--- src/rtl/gpu_pkg.sv ---
// Shared GPU front-end types: shape/segment encodings, opcode field layout
// and the segment-order helpers used by the sequencer and the splitter.
package gpu_pkg;

    localparam int OPDATA_W = 74;
    localparam int COLOR_W  = 16;
    localparam int LOC_W    = 19;

    localparam int FILL_BIT  = 0;
    localparam int LOC3_LSB  = 1;
    localparam int LOC2_LSB  = 20;
    localparam int LOC1_LSB  = 39;
    localparam int COLOR_LSB = 58;

    typedef enum logic [1:0] {
        SHAPE_LINE     = 2'd0,
        SHAPE_TRIANGLE = 2'd1,
        SHAPE_CIRCLE   = 2'd2,
        SHAPE_RSVD     = 2'd3
    } shape_t;

    typedef enum logic [3:0] {
        SEL_L1   = 4'd0,
        SEL_TRI1 = 4'd1,
        SEL_TRI2 = 4'd2,
        SEL_TRI3 = 4'd3,
        SEL_CIR1 = 4'd4
    } sel_t;

    typedef enum logic [1:0] {
        ST_IDLE  = 2'd0,
        ST_ISSUE = 2'd1,
        ST_WAIT  = 2'd2,
        ST_DONE  = 2'd3
    } seq_state_t;

    // Only the first two triangle edges have a successor; everything else ends the shape.
    function automatic logic is_last_seg(input sel_t sel);
        case (sel)
            SEL_TRI1, SEL_TRI2: return 1'b0;
            default:            return 1'b1;
        endcase
    endfunction

    function automatic sel_t next_seg(input sel_t sel);
        case (sel)
            SEL_TRI1: return SEL_TRI2;
            SEL_TRI2: return SEL_TRI3;
            default:  return sel;
        endcase
    endfunction

endpackage

--- src/rtl/shape_sequencer_flex_counter.sv ---
// Saturating up-counter with synchronous clear; the flag marks that the
// count currently equals rollover_val.
module flex_counter #(
    parameter int NUM_CNT_BITS = 4
) (
    input  logic                    clk,
    input  logic                    n_rst,
    input  logic                    clear,
    input  logic                    count_enable,
    input  logic [NUM_CNT_BITS-1:0] rollover_val,
    output logic                    rollover_flag
);

    localparam logic [NUM_CNT_BITS-1:0] ONE = {{(NUM_CNT_BITS-1){1'b0}}, 1'b1};

    logic [NUM_CNT_BITS-1:0] count_r;
    logic [NUM_CNT_BITS-1:0] count_next_s;
    logic                    flag_r;

    // Next count: clear dominates, then hold at the limit instead of wrapping.
    always_comb begin
        count_next_s = count_r;
        if (clear) begin
            count_next_s = '0;
        end else if (count_enable && (count_r != rollover_val)) begin
            count_next_s = count_r + ONE;
        end else begin
            count_next_s = count_r;
        end
    end

    // Count and flag registers; the flag tracks the value being loaded.
    always_ff @(posedge clk) begin
        if (!n_rst) begin
            count_r <= '0;
            flag_r  <= 1'b0;
        end else begin
            count_r <= count_next_s;
            flag_r  <= (count_next_s == rollover_val);
        end
    end

    assign rollover_flag = flag_r;

endmodule

--- src/rtl/shape_sequencer.sv ---
// Control stage of the opcode splitter: latches one draw opcode and steps
// output_sel through its segments, handshaking each with the raster engine.
module shape_sequencer
    import gpu_pkg::*;
#(
    parameter int                   TIMEOUT_W = 20,
    parameter logic [TIMEOUT_W-1:0] TIMEOUT   = 20'hFFFFF
) (
    input  logic                clk,
    input  logic                n_rst,
    input  logic                op_valid,
    input  logic [1:0]          op_shape,
    input  logic [OPDATA_W-1:0] op_data,
    output logic                op_ready,
    output logic [OPDATA_W-1:0] opdata,
    output logic [3:0]          output_sel,
    output logic                draw_start,
    output logic                draw_circle,
    input  logic                draw_done,
    output logic                busy,
    output logic                shape_done,
    output logic                err_shape,
    output logic                err_timeout
);

    localparam logic [TIMEOUT_W-1:0] WD_ONE   = {{(TIMEOUT_W-1){1'b0}}, 1'b1};
    localparam logic [TIMEOUT_W-1:0] WD_LIMIT = TIMEOUT - WD_ONE;
    localparam logic                 WD_ON    = (TIMEOUT != '0);

    seq_state_t          state_r, next_state_s;
    sel_t                sel_r, sel_next_s;
    logic [OPDATA_W-1:0] opdata_r, opdata_next_s;
    logic                draw_start_r, draw_start_next_s;
    logic                shape_done_r, shape_done_next_s;
    logic                err_shape_r, err_shape_next_s;
    logic                err_timeout_r, err_timeout_next_s;
    logic                wd_flag_s;
    logic                timeout_hit_s;
    shape_t              shape_s;

    assign shape_s = shape_t'(op_shape);

    flex_counter #(
        .NUM_CNT_BITS (TIMEOUT_W)
    ) u_watchdog (
        .clk           (clk),
        .n_rst         (n_rst),
        .clear         (state_r == ST_ISSUE),
        .count_enable  (state_r == ST_WAIT),
        .rollover_val  (WD_LIMIT),
        .rollover_flag (wd_flag_s)
    );

    // A finishing segment always beats an expiring watchdog in the same cycle.
    assign timeout_hit_s = WD_ON && wd_flag_s && (state_r == ST_WAIT) && !draw_done;

    // Registered state, segment select, latched opcode and pulse outputs.
    always_ff @(posedge clk) begin
        if (!n_rst) begin
            state_r       <= ST_IDLE;
            sel_r         <= SEL_L1;
            opdata_r      <= '0;
            draw_start_r  <= 1'b0;
            shape_done_r  <= 1'b0;
            err_shape_r   <= 1'b0;
            err_timeout_r <= 1'b0;
        end else begin
            state_r       <= next_state_s;
            sel_r         <= sel_next_s;
            opdata_r      <= opdata_next_s;
            draw_start_r  <= draw_start_next_s;
            shape_done_r  <= shape_done_next_s;
            err_shape_r   <= err_shape_next_s;
            err_timeout_r <= err_timeout_next_s;
        end
    end

    // Next-state, segment-select and opcode-latch decision.
    always_comb begin
        next_state_s  = state_r;
        sel_next_s    = sel_r;
        opdata_next_s = opdata_r;
        case (state_r)
            ST_IDLE: begin
                if (op_valid) begin
                    case (shape_s)
                        SHAPE_LINE: begin
                            opdata_next_s = op_data;
                            sel_next_s    = SEL_L1;
                            next_state_s  = ST_ISSUE;
                        end
                        SHAPE_TRIANGLE: begin
                            opdata_next_s = op_data;
                            sel_next_s    = SEL_TRI1;
                            next_state_s  = ST_ISSUE;
                        end
                        SHAPE_CIRCLE: begin
                            opdata_next_s = op_data;
                            sel_next_s    = SEL_CIR1;
                            next_state_s  = ST_ISSUE;
                        end
                        default: begin
                            next_state_s = ST_IDLE;
                        end
                    endcase
                end else begin
                    next_state_s = ST_IDLE;
                end
            end
            ST_ISSUE: begin
                next_state_s = ST_WAIT;
            end
            ST_WAIT: begin
                if (draw_done) begin
                    if (is_last_seg(sel_r)) begin
                        next_state_s = ST_DONE;
                    end else begin
                        sel_next_s   = next_seg(sel_r);
                        next_state_s = ST_ISSUE;
                    end
                end else if (timeout_hit_s) begin
                    next_state_s = ST_IDLE;
                end else begin
                    next_state_s = ST_WAIT;
                end
            end
            ST_DONE: begin
                next_state_s = ST_IDLE;
            end
            default: begin
                next_state_s = ST_IDLE;
            end
        endcase
    end

    // Pulse outputs are computed one cycle early so they line up with the state they mark.
    always_comb begin
        draw_start_next_s  = (next_state_s == ST_ISSUE);
        shape_done_next_s  = (next_state_s == ST_DONE);
        err_shape_next_s   = (state_r == ST_IDLE) && op_valid && (shape_s == SHAPE_RSVD);
        err_timeout_next_s = timeout_hit_s;
    end

    assign op_ready    = (state_r == ST_IDLE);
    assign busy        = (state_r != ST_IDLE);
    assign draw_circle = (sel_r == SEL_CIR1);
    assign output_sel  = sel_r;
    assign opdata      = opdata_r;
    assign draw_start  = draw_start_r;
    assign shape_done  = shape_done_r;
    assign err_shape   = err_shape_r;
    assign err_timeout = err_timeout_r;

endmodule

--- config.mk ---
export PLATFORM = sky130hd
export DESIGN_NAME = shape_sequencer
export DESIGN_NICKNAME = d
export VERILOG_FILES = /design/src/rtl/gpu_pkg.sv /design/src/rtl/shape_sequencer_flex_counter.sv /design/src/rtl/shape_sequencer.sv
export SDC_FILE = /design/constraint.sdc
export NUM_CORES = 1
export LEC_CHECK = 0
export ABC_AREA = 1
export CELL_PAD_IN_SITES_DETAIL_PLACEMENT = 1
export CELL_PAD_IN_SITES_GLOBAL_PLACEMENT = 2
export CORE_MARGIN = 2
export CORE_UTILIZATION = 23
export DETAILED_ROUTE_END_ITERATION = 7
export GPL_ROUTABILITY_DRIVEN = 0
export PLACE_DENSITY = 0.86
export RECOVER_POWER = 100
export SYNTH_ARGS = -nofsm -noshare
export SYNTH_HDL_FRONTEND = slang
export SYNTH_SLANG_ARGS = --single-unit
--- constraint.sdc ---
create_clock -name clk -period 2 [get_ports clk]
set_clock_uncertainty 0.05 [all_clocks]
set_input_delay 0.3 -clock clk [delete_from_list [all_inputs] [get_ports clk]]
set_output_delay 0.3 -clock clk [all_outputs]
set_load 0.1 [all_outputs]
**Word level (Yosys, flattened, before mapping)**

Cells that the tools add are included.

- Word-level logic and storage cells: 59
- Bits in read-only memories: 0
- Memories: 0
- Bits in writable memories: 0
- Input port bits: 80
- Bits in latches: 0
- Bits in registers: 105
- Output and inout bits: 85

- Div/mod/pow operators: 0
- Bitwise gates (word level): 0
- Equal/unequal tests: 18
- Mux-type cells: 17
- Shifts and indexed selects: 0
- Add/subtract/negate cells: 1
- Magnitude comparators: 0
- Multipliers: 0
- Reductions and logical operators: 14

Operators by type and width:

| cell | count |
|---|---|
| 2-to-1 mux 20 bit | 2 |
| adder 20 x 1 -> 20 bit, second input constant | 1 |
| equality test 20 bit, second input constant | 1 |
| inequality test 20 bit, second input constant | 1 |
| case mux 4 bit (2 select lines) | 2 |
| 2-to-1 mux 4 bit | 3 |
| case mux 4 bit (3 select lines) | 1 |
| equality test 2 bit, second input constant | 5 |
| 2-to-1 mux 2 bit | 4 |
| case mux 2 bit (4 select lines) | 1 |
| equality test 2 x 1 -> 1 bit, second input constant | 3 |
| inequality test 2 bit, second input constant | 3 |
| AND reduction 6 bit | 1 |
| logical AND 1 bit | 5 |
| equality test 4 x 1 -> 1 bit, second input constant | 1 |
| equality test 4 x 2 -> 1 bit, second input constant | 1 |
| equality test 4 x 3 -> 1 bit, second input constant | 1 |
| logical NOT 2 bit | 2 |
| 2-to-1 mux 1 bit | 4 |
| inequality test 4 x 1 -> 1 bit, second input constant | 1 |
| nonzero test 2 bit | 2 |
| inequality test 3 bit, second input constant | 1 |
| AND reduction 3 bit | 1 |
| OR reduction 3 bit | 1 |
| other kinds (2) | 2 |

**Longest topological paths before layout**

- Word-level depth: 9
- Depth in mapped cells: 15
- Mapped depth without buffers: 15

**Cells and area by module**

From an unflattened synthesis, not the netlist that was laid out.

- Cells, all modules: 775
- Area total of the unflattened synthesis: 5089.9 um^2

Modules (own cells, without submodules):

| module | area each (um^2) | instances | seq. area each (um^2) | cells an instance |
|---|---|---|---|---|
| shape_sequencer | 3050.4 | 1 | 1661.6 | 390 |
| flex_counter | 2039.5 | 1 | 420.4 | 385 |

**Worst setup path before layout**

No wires, ideal clock.

- Path kind: register to output
- Start: reg sel_r[2] (netlist: output_sel[2])
- End: out draw_circle
- Path buffers: 0
- Path slack: -1.472 ns
- Stages on the path, launching flop included: 3
- Arrival: 3.122 ns
- Data required time: 1.650 ns
- Path through: dfxtp_1 > inv_1 > nor3_1

- Longest elaborated chain between the ends: 1

RTL lines:

| element | RTL line | text |
|---|---|---|
| start: declaration | shape_sequencer.sv:31 | `sel_t sel_r, sel_next_s;` |
| start signal: assignment | shape_sequencer.sv:69 | `sel_r <= sel_next_s;` |
| equality test 4 x 3 -> 1 bit | shape_sequencer.sv:146 | `assign draw_circle = (sel_r == SEL_CIR1);` |
| end: declaration | shape_sequencer.sv:18 | `output logic draw_circle,` |

No other way between the ends.

**Worst setup path after layout**

- Start: reg u_watchdog.count_r[0]
- End: reg u_watchdog.flag_r (netlist: u_watchdog.rollover_flag)

- Longest elaborated chain between the ends: 5
- Elaborated cells on any way between the ends: 6
- Those cells by class: add/sub (1); eq/ne (2); mux (2); reduce/logical (1)

RTL lines:

| element | RTL line | text |
|---|---|---|
| start: declaration | shape_sequencer_flex_counter.sv:16 | `logic [NUM_CNT_BITS-1:0] count_r;` |
| start signal: assignment | shape_sequencer_flex_counter.sv:38 | `count_r <= count_next_s;` |
| branches (longest 2 deep; another with adder 20 x 1 -> 20 bit) | n/a |  |
| 2-to-1 mux 20 bit * | shape_sequencer_flex_counter.sv:25 | `end else if (count_enable && (count_r != rollover_val)) begin` |
| 2-to-1 mux 20 bit * | shape_sequencer_flex_counter.sv:23 | `if (clear) begin` |
| equality test 20 bit * | shape_sequencer_flex_counter.sv:39 | `flag_r <= (count_next_s == rollover_val);` |
| end signal: assignment | shape_sequencer_flex_counter.sv:39 |  |
| end: declaration | shape_sequencer_flex_counter.sv:18 | `logic flag_r;` |

Every way passes the cells marked *.
A chain may end at the register's enable or synchronous reset.

==> impl_metrics.yaml <==
setup_path:
  path_class: "register to register"
  crit_buf_inv: 4
  worstPathMaxFanout: 6
  crit_start: "u_watchdog.count_r[0]$_SDFF_PN0_"
  r2r_start: "u_watchdog.count_r[0]$_SDFF_PN0_"
  crit_path_end: "u_watchdog.rollover_flag$_SDFF_PN0_"
  critPathLaunchType: "register"
  required_ns: 2.24
  r2r_slack_ns: 0.04
  cp-end-kind: "register"
  critPathArrivalTime_ns: 2.19
  path_common_cell: "nand2_2"
  worstSetupPathDepth: 14
  slowest_stage: "dfxtp_4"
  worstRegToRegCells: 14
  crit_path_cell_trace: "inv_4 -> ha_4 -> nand2_2 -> nor2_4 -> nand3_4 -> buf_12 -> nand2_2 -> inv_1 -> buf_4 -> nand2_1 -> o21ai_2 -> nor2_2 -> nand3_1 -> nor2_1"
  r2r-end: "u_watchdog.rollover_flag$_SDFF_PN0_"
  cpPeakStageDelay_ns: 0.37
  cp_top_family: "simple AND/OR/NAND/NOR gates"
pwr:
  total_power_w: 0.006113
  ir_drop_mv: 0.5264
  p_int_w: 0.003592
  cellPowerDensity_nw_per_um2: 926.6
  pwr-share-clk_pct: 28.9
  switching_share_pct: 41.23
  p_leak_nw: 2.858
  p_seq_share_pct: 38.1
  p_comb_share_pct: 33.1
  power_switching_w: 0.002521
timing:
  hold_ws_ns: 0.3398
  slew_headroom_pct: 58.39
  hold_viol_final: 0
  finalSetupTns_ns: 0
  period_share_pct: 97.83
  post-route-min-period_ns: 1.957
  clock.fmax_ghz: 0.5111
  setup_violations: 0
  worst_slew_pin_slew_ns: 0.6267
  drv_slew: 0
floorplan:
  ios: 165
  rows: 50
  die_area_um2: 20100
  die_w_um: 141.8
  core_area_um2: 18640
  die_y_um: 141.8
  initial_core_util_pct: 23.42
cells_and_area:
  syn2layout_area_growth_pct: 51.13
  antenna_cells: 0
  final_util_pct: 35.39
  final_area_um2: 6598
  nFillCells: 2319
  nNetsFinal: 889
  drive_above_1_share_pct: 25.37
  multi_input_area_um2: 2096
  final-seq-area_um2: 2110
global_routing:
  grt_pass1_wl_um: 23200
  antenna_found_initial: 0
  grt_overflow: 0
  grt_max_degree: 77
  grt.total_usage_pct: 14.54
  grt_pass1_vias: 4531
logic_synthesis:
  syn_nets: 710
  ys.warnings.count: 0
  netlist_area_um2: 4365
  synth_cell_type_count: 27
  synth_flop_cell: "dfxtp_1"
  synth-async-reset-ratio_pct: 0
  synth-edff-count: 0
  syn_avg_cell_area_um2: 6.951
  ys_ff_latch: 104
  seq_area_frac_synth_pct: 47.69
  syn_inst: 628
cts:
  cts_htree_levels: 3
  cts_root_buf: "clkbuf_16"
  cts_hold_buf: 0
  numClockSinks: 104
  cts_tree: "built"
  clockBufferDepth: 2
  clk_pin_slew_ns: 0.07
  cts-buffers-inserted: 9
  insertion_delay_ns: 0.35
job:
  maxCapViolations: 0
route:
  dr.pass1.iters: 4
  via_count: 4644
  wl_um: 15100
  ant_nets: 0
  wl_per_cell_um: 14.44
  viasPerCell: 4.440
  drc: 0
  drt_iter0_drc: 112
min_path:
  hold_class: "input port to register"
place:
  placed_cell_area_um2: 6294
  port_buffers: 163
  dp_hpwl_um: 10970
outcome:
  status: "finished clean"
-- worst min path at each step --
stage	end	depth (start not counted)	slack (ns)	startpoint
finish	u_watchdog.count_r[15]$_SDFF_PN0_	5	0.34	n_rst
global route	u_watchdog.count_r[15]$_SDFF_PN0_	5	0.35	n_rst
CTS	u_watchdog.count_r[15]$_SDFF_PN0_	5	0.33	n_rst
detailed placement	opdata[67]$_SDFFE_PN0P_	2	0.42	opdata[67]$_SDFFE_PN0P_
global placement	opdata[35]$_SDFFE_PN0P_	2	0.41	opdata[35]$_SDFFE_PN0P_
floorplan	err_shape$_SDFF_PN0_	2	0.39	op_valid
-- cells in the final DEF, fill, tap and decap left out, drive strengths merged --
cell type and n:
a21oi 8, a31oi 1, buf 39, clkbuf 94
clkdlybuf4s50 78, clkinv 4, conb 1, dfxtp 104
ha 2, inv 50, nand2 82, nand3 43
nand3b 1, nand4 4, nor2 207, nor3 16
o21ai 78
-- repair_timing --
action / in CTS / in global routing
setup endpoints to repair: 1 / 5
cloned: 0 / 2
setup buffers: 0 / 1
resized for setup: 1 / 57
pin swaps: 0 / 9
-- per-layer routing --
| layer | track usage, % | routed length [um] | share of wire [%] | vias up |
|---|---|---|---|---|
| li1 | - | - | - | 2342 |
| met1 | 17.25 | 6642 | 44 | 2164 |
| met2 | 24.86 | 7342 | 49 | 111 |
| met3 | 3.881 | 719 | 4.8 | 27 |
| met4 | 6.105 | 398 | 2.6 | 0 |
| met5 | 0 | 0 | 0 | - |
-- power by group through the flow --
stage          clock, W  combinational (W)  sequential, W
4_1_cts         0.00183            0.00212        0.00233
5_1_grt         0.00192            0.00213        0.00235
3_5_place_dp          0            0.00212        0.00238
3_3_place_gp          0            0.00211        0.00237
6_report        0.00176            0.00202        0.00233
2_1_floorplan         0           0.000414        0.00347
-- cell usage after synthesis (2+ instances only) --
cell        n  area share [%]
nor2_1    205              18
nand2_1    79             6.8
buf_1       6            0.52
nand3_1    36             4.1
a21oi_1     8            0.92
o21ai_0    78             8.9
nand2_2     2            0.29
nand3_2     7             1.6
nor3_1     15             1.7
buf_2       3            0.34
inv_1      44             3.8
nand4_1     4            0.57
dfxtp_1   104              48
buf_4       2            0.34
inv_2       4            0.34
ha_1        2            0.57
clkbuf_1   19             1.6
-- flip-flops by register name (all words and copies together) (netlist names) --
name and count:
opdata 74, u_watchdog.count_r 20, output_sel 3, state_r 2, draw_start 1, err_shape 1
err_timeout 1, shape_done 1, u_watchdog.rollover_flag 1
-- worst min-delay path, delay by kind of cell --
kind                   cells  cell delay (ns)
buffers and inverters      3             0.23
AND/OR/NAND/NOR            2             0.17
-- stage by stage --
step	setup slack, ns	std cells
finish	0.04338	1046
global route	-0.09168	1046
CTS	0.01218	1043
detailed placement	0.01422	1027
global placement	0.01886	1027
floorplan	-0.2911	628
-- cell families (layout without fill, tap and decap cells) --
group	count (synthesis)	after routing	share of synthesized area (%)
compound gates	87	87	10.00
fa+ha+maj	2	2	0.5731
buf+inv	81	265	7.652
flops	104	104	47.69
other cells	1	1	0.08590
simple gates	353	353	33.99
-- layout make-up --
class                           count  area share (%)
Timing Repair Buffer              200           24.58
Inverter                           49           2.826
Sequential cell                   104           31.97
Tap cell                          234           4.438
Multi-Input combinational cell    443           31.77
Clock buffer                       11           3.831
Clock inverter                      5          0.5879
(Power assumes the default switching activity.)
